===== src/rtl/coil_bank_emulator_if.sv =====
// Bridge-side bundle between a microstepper controller (master) and the coil emulator (slave).
interface coil_bank_emulator_if #(
    parameter int CHANNELS  = 2,
    parameter int CURRENT_W = 13,
    parameter int TW        = 13
);
    logic [2*CHANNELS-1:0]         s_h;
    logic [2*CHANNELS-1:0]         s_l;
    logic [CHANNELS-1:0]           pwm;
    logic [CHANNELS-1:0]           cmp;
    logic [CHANNELS*CURRENT_W-1:0] current;
    logic [CHANNELS*TW-1:0]        target;
    logic [CHANNELS-1:0]           fault;
    logic                          window_done;

    modport master (
        output s_h, s_l, pwm,
        input  cmp, current, target, fault, window_done
    );

    modport slave (
        input  s_h, s_l, pwm,
        output cmp, current, target, fault, window_done
    );
endinterface


===== src/rtl/coil_bank_emulator.sv =====
// H-bridge coil current emulator with PWM duty recovery and delayed over-current comparator.
// Current responds one cycle after switch inputs, cmp lags by CMP_DELAY cycles; no backpressure.
module coil_bank_emulator #(
    parameter int CHANNELS   = 2,
    parameter int CURRENT_W  = 13,
    parameter int RISE       = 4,
    parameter int DECAY_SLOW = 1,
    parameter int DECAY_FAST = 6,
    parameter int PWM_PERIOD = 4096,
    parameter int CMP_DELAY  = 2
) (
    input  logic                 clk,
    input  logic                 resetn,
    coil_bank_emulator_if.slave  bus
);
    localparam int TW = $clog2(PWM_PERIOD + 1);
    localparam int XW = CURRENT_W + 2;
    localparam int MW = (CURRENT_W > TW) ? CURRENT_W : TW;

    // Two guard bits so a step past full scale is seen before clamping.
    localparam logic signed [XW-1:0] MAX_X  = {3'b000, {(CURRENT_W-1){1'b1}}};
    localparam logic signed [XW-1:0] MIN_X  = -MAX_X;
    localparam logic signed [XW-1:0] ZERO_X = '0;
    localparam logic signed [XW-1:0] RISE_X = XW'(RISE);
    localparam logic signed [XW-1:0] SLOW_X = XW'(DECAY_SLOW);
    localparam logic signed [XW-1:0] FAST_X = XW'(DECAY_FAST);

    logic signed [CURRENT_W-1:0] cur_q [CHANNELS];
    logic signed [CURRENT_W-1:0] cur_d [CHANNELS];
    logic [CHANNELS-1:0]         fault_q, fault_d;
    logic [TW-1:0]               win_q, win_d;
    logic [TW-1:0]               hi_q  [CHANNELS];
    logic [TW-1:0]               hi_d  [CHANNELS];
    logic [TW-1:0]               tgt_q [CHANNELS];
    logic [TW-1:0]               tgt_d [CHANNELS];
    logic                        wdone_q;
    logic                        last_cycle;
    logic [CHANNELS-1:0]         raw_cmp;
    logic [CHANNELS-1:0]         dly_q [CMP_DELAY];

    logic signed [XW-1:0] cx, nx, dec;
    logic                 h0, h1, l0, l1;
    logic [CURRENT_W-1:0] mag;

    always_comb begin
        cur_d   = cur_q;
        fault_d = fault_q;
        cx  = '0;
        nx  = '0;
        dec = '0;
        h0  = 1'b0;
        h1  = 1'b0;
        l0  = 1'b0;
        l1  = 1'b0;
        for (int c = 0; c < CHANNELS; c++) begin
            h0 = bus.s_h[2*c];
            h1 = bus.s_h[2*c+1];
            l0 = bus.s_l[2*c];
            l1 = bus.s_l[2*c+1];
            cx = XW'(cur_q[c]);
            nx = cx;
            dec = ((l0 & l1) | (h0 & h1)) ? SLOW_X : FAST_X;
            if ((h0 & l0) | (h1 & l1)) begin
                fault_d[c] = 1'b1;
            end else if (h0 & l1) begin
                nx = cx + RISE_X;
                if (nx > MAX_X) nx = MAX_X;
            end else if (h1 & l0) begin
                nx = cx - RISE_X;
                if (nx < MIN_X) nx = MIN_X;
            end else if (cx > ZERO_X) begin
                // Decay pulls toward zero and stops there rather than reversing.
                nx = cx - dec;
                if (nx < ZERO_X) nx = ZERO_X;
            end else if (cx < ZERO_X) begin
                nx = cx + dec;
                if (nx > ZERO_X) nx = ZERO_X;
            end
            cur_d[c] = nx[CURRENT_W-1:0];
        end
    end

    assign last_cycle = (win_q == TW'(PWM_PERIOD - 1));

    // The last-cycle pwm sample is folded into the closing window's result.
    always_comb begin
        win_d = last_cycle ? '0 : win_q + TW'(1);
        for (int c = 0; c < CHANNELS; c++) begin
            if (last_cycle) begin
                tgt_d[c] = hi_q[c] + TW'(bus.pwm[c]);
                hi_d[c]  = '0;
            end else begin
                tgt_d[c] = tgt_q[c];
                hi_d[c]  = hi_q[c] + TW'(bus.pwm[c]);
            end
        end
    end

    always_comb begin
        raw_cmp = '0;
        mag     = '0;
        for (int c = 0; c < CHANNELS; c++) begin
            mag = cur_q[c][CURRENT_W-1] ? $unsigned(-cur_q[c]) : $unsigned(cur_q[c]);
            raw_cmp[c] = MW'(mag) > MW'(tgt_q[c]);
        end
    end

    always_ff @(posedge clk) begin
        if (!resetn) begin
            fault_q <= '0;
            win_q   <= '0;
            wdone_q <= 1'b0;
            for (int c = 0; c < CHANNELS; c++) begin
                cur_q[c] <= '0;
                hi_q[c]  <= '0;
                tgt_q[c] <= '0;
            end
            for (int i = 0; i < CMP_DELAY; i++) begin
                dly_q[i] <= '0;
            end
        end else begin
            fault_q <= fault_d;
            win_q   <= win_d;
            wdone_q <= last_cycle;
            for (int c = 0; c < CHANNELS; c++) begin
                cur_q[c] <= cur_d[c];
                hi_q[c]  <= hi_d[c];
                tgt_q[c] <= tgt_d[c];
            end
            dly_q[0] <= raw_cmp;
            for (int i = 1; i < CMP_DELAY; i++) begin
                dly_q[i] <= dly_q[i-1];
            end
        end
    end

    logic [CHANNELS*CURRENT_W-1:0] cur_flat;
    logic [CHANNELS*TW-1:0]        tgt_flat;

    always_comb begin
        cur_flat = '0;
        tgt_flat = '0;
        for (int c = 0; c < CHANNELS; c++) begin
            cur_flat[c*CURRENT_W +: CURRENT_W] = cur_q[c];
            tgt_flat[c*TW +: TW]               = tgt_q[c];
        end
    end

    assign bus.current     = cur_flat;
    assign bus.target      = tgt_flat;
    assign bus.fault       = fault_q;
    assign bus.window_done = wdone_q;
    assign bus.cmp         = dly_q[CMP_DELAY-1];
endmodule


===== src/flat_wrapper.sv =====
// flat-port wrapper written by rule: the top's interface ports become plain ports
module coil_bank_emulator_flat 
#(
    parameter int CHANNELS   = 2,
    parameter int CURRENT_W  = 13,
    parameter int RISE       = 4,
    parameter int DECAY_SLOW = 1,
    parameter int DECAY_FAST = 6,
    parameter int PWM_PERIOD = 4096,
    parameter int CMP_DELAY  = 2
)
  (clk, resetn, bus_s_h, bus_s_l, bus_pwm, bus_cmp, bus_current, bus_target, bus_fault, bus_window_done);
  coil_bank_emulator_if #(.CHANNELS(CHANNELS), .CURRENT_W(CURRENT_W)) bus_i ();
  input  logic clk;
  input  logic resetn;
  input wire logic [$bits(bus_i.s_h)-1:0] bus_s_h;
  input wire logic [$bits(bus_i.s_l)-1:0] bus_s_l;
  input wire logic [$bits(bus_i.pwm)-1:0] bus_pwm;
  output wire logic [$bits(bus_i.cmp)-1:0] bus_cmp;
  output wire logic [$bits(bus_i.current)-1:0] bus_current;
  output wire logic [$bits(bus_i.target)-1:0] bus_target;
  output wire logic [$bits(bus_i.fault)-1:0] bus_fault;
  output wire logic [$bits(bus_i.window_done)-1:0] bus_window_done;
  assign bus_i.s_h = bus_s_h;
  assign bus_i.s_l = bus_s_l;
  assign bus_i.pwm = bus_pwm;
  assign bus_cmp = bus_i.cmp;
  assign bus_current = bus_i.current;
  assign bus_target = bus_i.target;
  assign bus_fault = bus_i.fault;
  assign bus_window_done = bus_i.window_done;
  coil_bank_emulator #(.CHANNELS(CHANNELS), .CURRENT_W(CURRENT_W), .RISE(RISE), .DECAY_SLOW(DECAY_SLOW), .DECAY_FAST(DECAY_FAST), .PWM_PERIOD(PWM_PERIOD), .CMP_DELAY(CMP_DELAY)) u_core (.clk(clk), .resetn(resetn), .bus(bus_i));
endmodule

===== config.mk =====
export PLATFORM = sky130hd
export DESIGN_NAME = coil_bank_emulator_flat
export DESIGN_NICKNAME = d
export VERILOG_FILES = /design/src/rtl/coil_bank_emulator_if.sv /design/src/rtl/coil_bank_emulator.sv /design/src/flat_wrapper.sv
export SDC_FILE = /design/constraint.sdc
export NUM_CORES = 1
export LEC_CHECK = 0
export BUFFER_PORTS_ARGS = -buffer_cell sky130_fd_sc_hd__buf_2
export CAP_MARGIN = 40
export CELL_PAD_IN_SITES_DETAIL_PLACEMENT = 0
export CELL_PAD_IN_SITES_GLOBAL_PLACEMENT = 1
export CORE_MARGIN = 10
export CORE_UTILIZATION = 49
export CTS_CLUSTER_SIZE = 24
export DETAILED_ROUTE_END_ITERATION = 10
export GPL_TIMING_DRIVEN = 0
export PLACE_DENSITY_LB_ADDON = 0.1
export SETUP_SLACK_MARGIN = 0.4
export SYNTH_ARGS = -nofsm -noshare
export SYNTH_HDL_FRONTEND = slang
export SYNTH_SLANG_ARGS = --single-unit

===== constraint.sdc =====
create_clock -name clk -period 10.3 [get_ports clk]
set_clock_uncertainty 0.15 [all_clocks]
set_input_delay 3.09 -clock clk [delete_from_list [all_inputs] [get_ports clk]]
set_output_delay 3.09 -clock clk [all_outputs]
set_load 0.03 [all_outputs]

==> flow_summary.toml <==
[timing]
hold_viol_final = 0
finalMaxSlewViolations = 0
slew_headroom_pct = 39.3
finalSetupViolCount = 0
whs_ps = 286
rsz0062_at_grt = "false"
fmax_ghz = 0.141
fin_tns_setup_ps = 0
worst_pin_slew_ps = 906
period_share_pct = 68.8
min_period_ps = 7090

[global_route]
grt_max_degree = 19
antenna_found_initial = 0
overflow = 0
grt_pass1_vias = 7940
grt.total_usage_pct = 24.6
grt_pass1_wl_mm = 43.9

[clock_network]
clk_pin_slew_worst_paths_ps = 80
cts_root_buf = "clkbuf_16"
cts_buffers = 9
cts_tree = "built"
clk-insertion-delay-late_ps = 360
clk_path_buf_depth = 2
cts_setup_buffers = 0
hold_buffers = 0
clock_sink_count = 98
post_cts_resized = 0
htree_levels = 3

[logic_synthesis]
syn_area_sq_mm = 0.00814
syn_inst = 1066
synth-seq-cells = 98
ys_seq_area_share_pct = 24.1
async_reset_ff_share_pct = 0
yosysMostFrequentCell = "nor2_1"
netlist_top_cells_area = "dfxtp_1 24%, ha_1 8.4%, xnor2_1 5.5%, nor2_1 5.4%, nand2_1 4.1%"
yosysWarningCount = 0
yosys-top-cells-count = "118 x nor2_1, 98 x dfxtp_1, 88 x nand2_1"
yosys.area.top_type = "dfxtp_1"
synth_nets = 1137
synth_cell_types = 80
ys.flop_type = "dfxtp_1"
netlist.area_leader.share_pct = 24.1
avgSynthCellArea_sq_um = 7.64
synth_edf_count = 0

[routing]
drtIter0Drc = 852
wire_per_inst_microns = 20.3
drt_wl_total_mm = 27.7
num_vias = 8393
avgViaCountPerCell = 6.13
drt-pass1-iter-count = 5
drc = 0
drt.antenna.violating_nets = 0

[setup_path]
cp-end-kind = "flip-flop"
crit_type = "in -> reg"
slowest_delay_ps = 650
worst_r2r_startpoint = "u_core.bus.current[15]"
ff2ff_path_depth = 11
cp_max_fo = 9
critPathLaunchType = "primary input"
critPathArrivalTime_ps = 7180
reg2reg_slack_ps = 5960
crit_required_ps = 10390
path_cells = "clkbuf_1, a22o_1, ha_1, inv_1, fa_1, o21ba_2, nor4_1, xor2_1, a2111oi_0, a41oi_1, nor2_1, nand2_1, a211oi_1"
worstReg2RegEnd = "u_core.bus.current[14]"
slowest_stage = "a2111oi_0"

[floorplan]
die_height_microns = 149
die_w_microns = 149
ios = 69
initial_utilization_pct = 49.5
core_sq_mm = 0.0165
die_area_sq_mm = 0.0222
core.rowCount = 47

[power_and_ir_drop]
power_frac_seq_pct = 23.3
peakVddDrop_v = 0.000115
power.switching_mw = 0.952
clkPwrFrac_pct = 17.9
power.internal_mw = 0.997
leakage_nw = 3.44
p_comb_share_pct = 58.8
swShare_pct = 48.9
power.density_mw_per_mm2 = 215

[final_layout]
final_layout_size_suffix_gt1_share_pct = 11.7
num_antenna_cells = 0
nFillCells = 1681
synthToLayoutAreaGrowth_pct = 11.2
finalNetCount = 1215

[flow_run]
drv_cap = 0

[placement]
dp_hpwl_mm = 21.4
port_buffers = 65
place_congestion = 0.967

[min_path]
hold_start = "u_core.dly_q[0][1]"
worstHoldPathCells = 1
holdPathEnd = "u_core.dly_q[0][3]"
hp-class = "reg -> reg"

[run_status]
outcome = "completed"
==> placed cells by master (no fill, tap or decap), drive strengths merged, types with 13 or more instances in the layout <==
cell type / synthesis / final
nor2: 118 / 118
dfxtp: 98 / 98
buf: 23 / 89
nand2: 88 / 88
clkbuf: 53 / 63
ha: 55 / 55
xnor2: 51 / 51
a21oi: 51 / 51
nand3: 48 / 48
inv: 45 / 48
o21ai: 41 / 41
xor2: 37 / 37
a211oi: 31 / 31
nor3: 31 / 31
and3: 22 / 22
o31ai: 20 / 20
nand4: 19 / 19
or3: 18 / 18
and2: 18 / 18
a31oi: 15 / 15
nor4: 13 / 13
==> state kept, by name, indices dropped and copies added (netlist names) <==
register and count:
u_core.bus.window_done 1, u_core.hi_q 26, u_core.dly_q 4, u_core.win_q 13
u_core.bus.fault 2, u_core.tgt_q 26, u_core.bus.current 26
==> critical path, delay by kind of cell <==
kind                       cells  cell delay, ps
AOI/OAI and AO/OA              5            2080
xor gates and xnor gates       1             200
adders and majority gates      2             650
buffers and inverters          2             340
and+or+nand+nor                3             810
==> routing by layer <==
| metal | up-vias | track usage, % | wire, microns |
|---|---|---|---|
| met3 | 80 | 4.07 | 1920 |
| met1 | 3932 | 31.6 | 12000 |
| met5 | - | 0 | 0 |
| met4 | 0 | 11.2 | 1020 |
| met2 | 366 | 39.5 | 12800 |
| li1 | 4015 | - | - |
==> power by group through the flow <==
stage | sequential, mW | clock (mW) | combinational [mW]
detailed placement | 0.462 | 0 | 1.11
global route | 0.459 | 0.372 | 1.24
floorplan | 0.496 | 0 | 0.778
CTS | 0.453 | 0.353 | 1.12
global placement | 0.462 | 0 | 1.11
finish | 0.454 | 0.350 | 1.15
==> cells by family after synthesis <==
group                    count (synthesis)  share of synthesized area [%]
AND/OR/NAND/NOR                        428                           26.6
AO/OA/AOI/OAI                          264                           23.5
adder cells (fa/ha/maj)                 59                           9.43
XOR/XNOR                                88                           9.46
multiplexers                             7                          0.876
buffers and inverters                  122                           6.08
flip-flops                              98                           24.1
==> worst max-delay path by stage <==
| stage | startpoint | to | slack [ps] | cells past startpoint |
|---|---|---|---|---|
| floorplan | bus_s_h[3] | u_core.bus.current[15] | 3900 | 12 |
| global placement | bus_s_h[3] | u_core.bus.current[21] | 2860 | 13 |
| detailed placement | bus_s_h[3] | u_core.bus.current[21] | 2860 | 13 |
| CTS | bus_s_h[3] | u_core.bus.current[21] | 3220 | 13 |
| global route | bus_s_h[3] | u_core.bus.current[21] | 2910 | 13 |
| finish | bus_s_h[3] | u_core.bus.current[21] | 3210 | 13 |
==> cell type report <==
class	instances	area (sq um)	share of cell area, %
clock inverters	6	57.6	0.636
well taps	220	275	3.04
flip-flops and latches	98	1960	21.7
clock buffers	10	239	2.64
plain buffers	76	323	3.56
inverters	46	173	1.91
multi-input cells	846	5690	62.8
repair buffers	67	340	3.76
==> metrics by stage <==
stage	std cells	worst slack [ps]	power, mW	utilization [%]	cell area (sq um)
2_1_floorplan	1066	3900	1.27	-	8140
3_3_place_gp	1351	2860	1.58	53.1	8740
3_5_place_dp	1353	2860	1.57	53.2	8760
4_1_cts	1369	3220	1.92	55.0	9060
5_1_grt	1369	2910	2.07	55.0	9060
6_report	1369	3210	1.95	55.0	9060
Note: power is estimated with default switching activity, not from simulation.
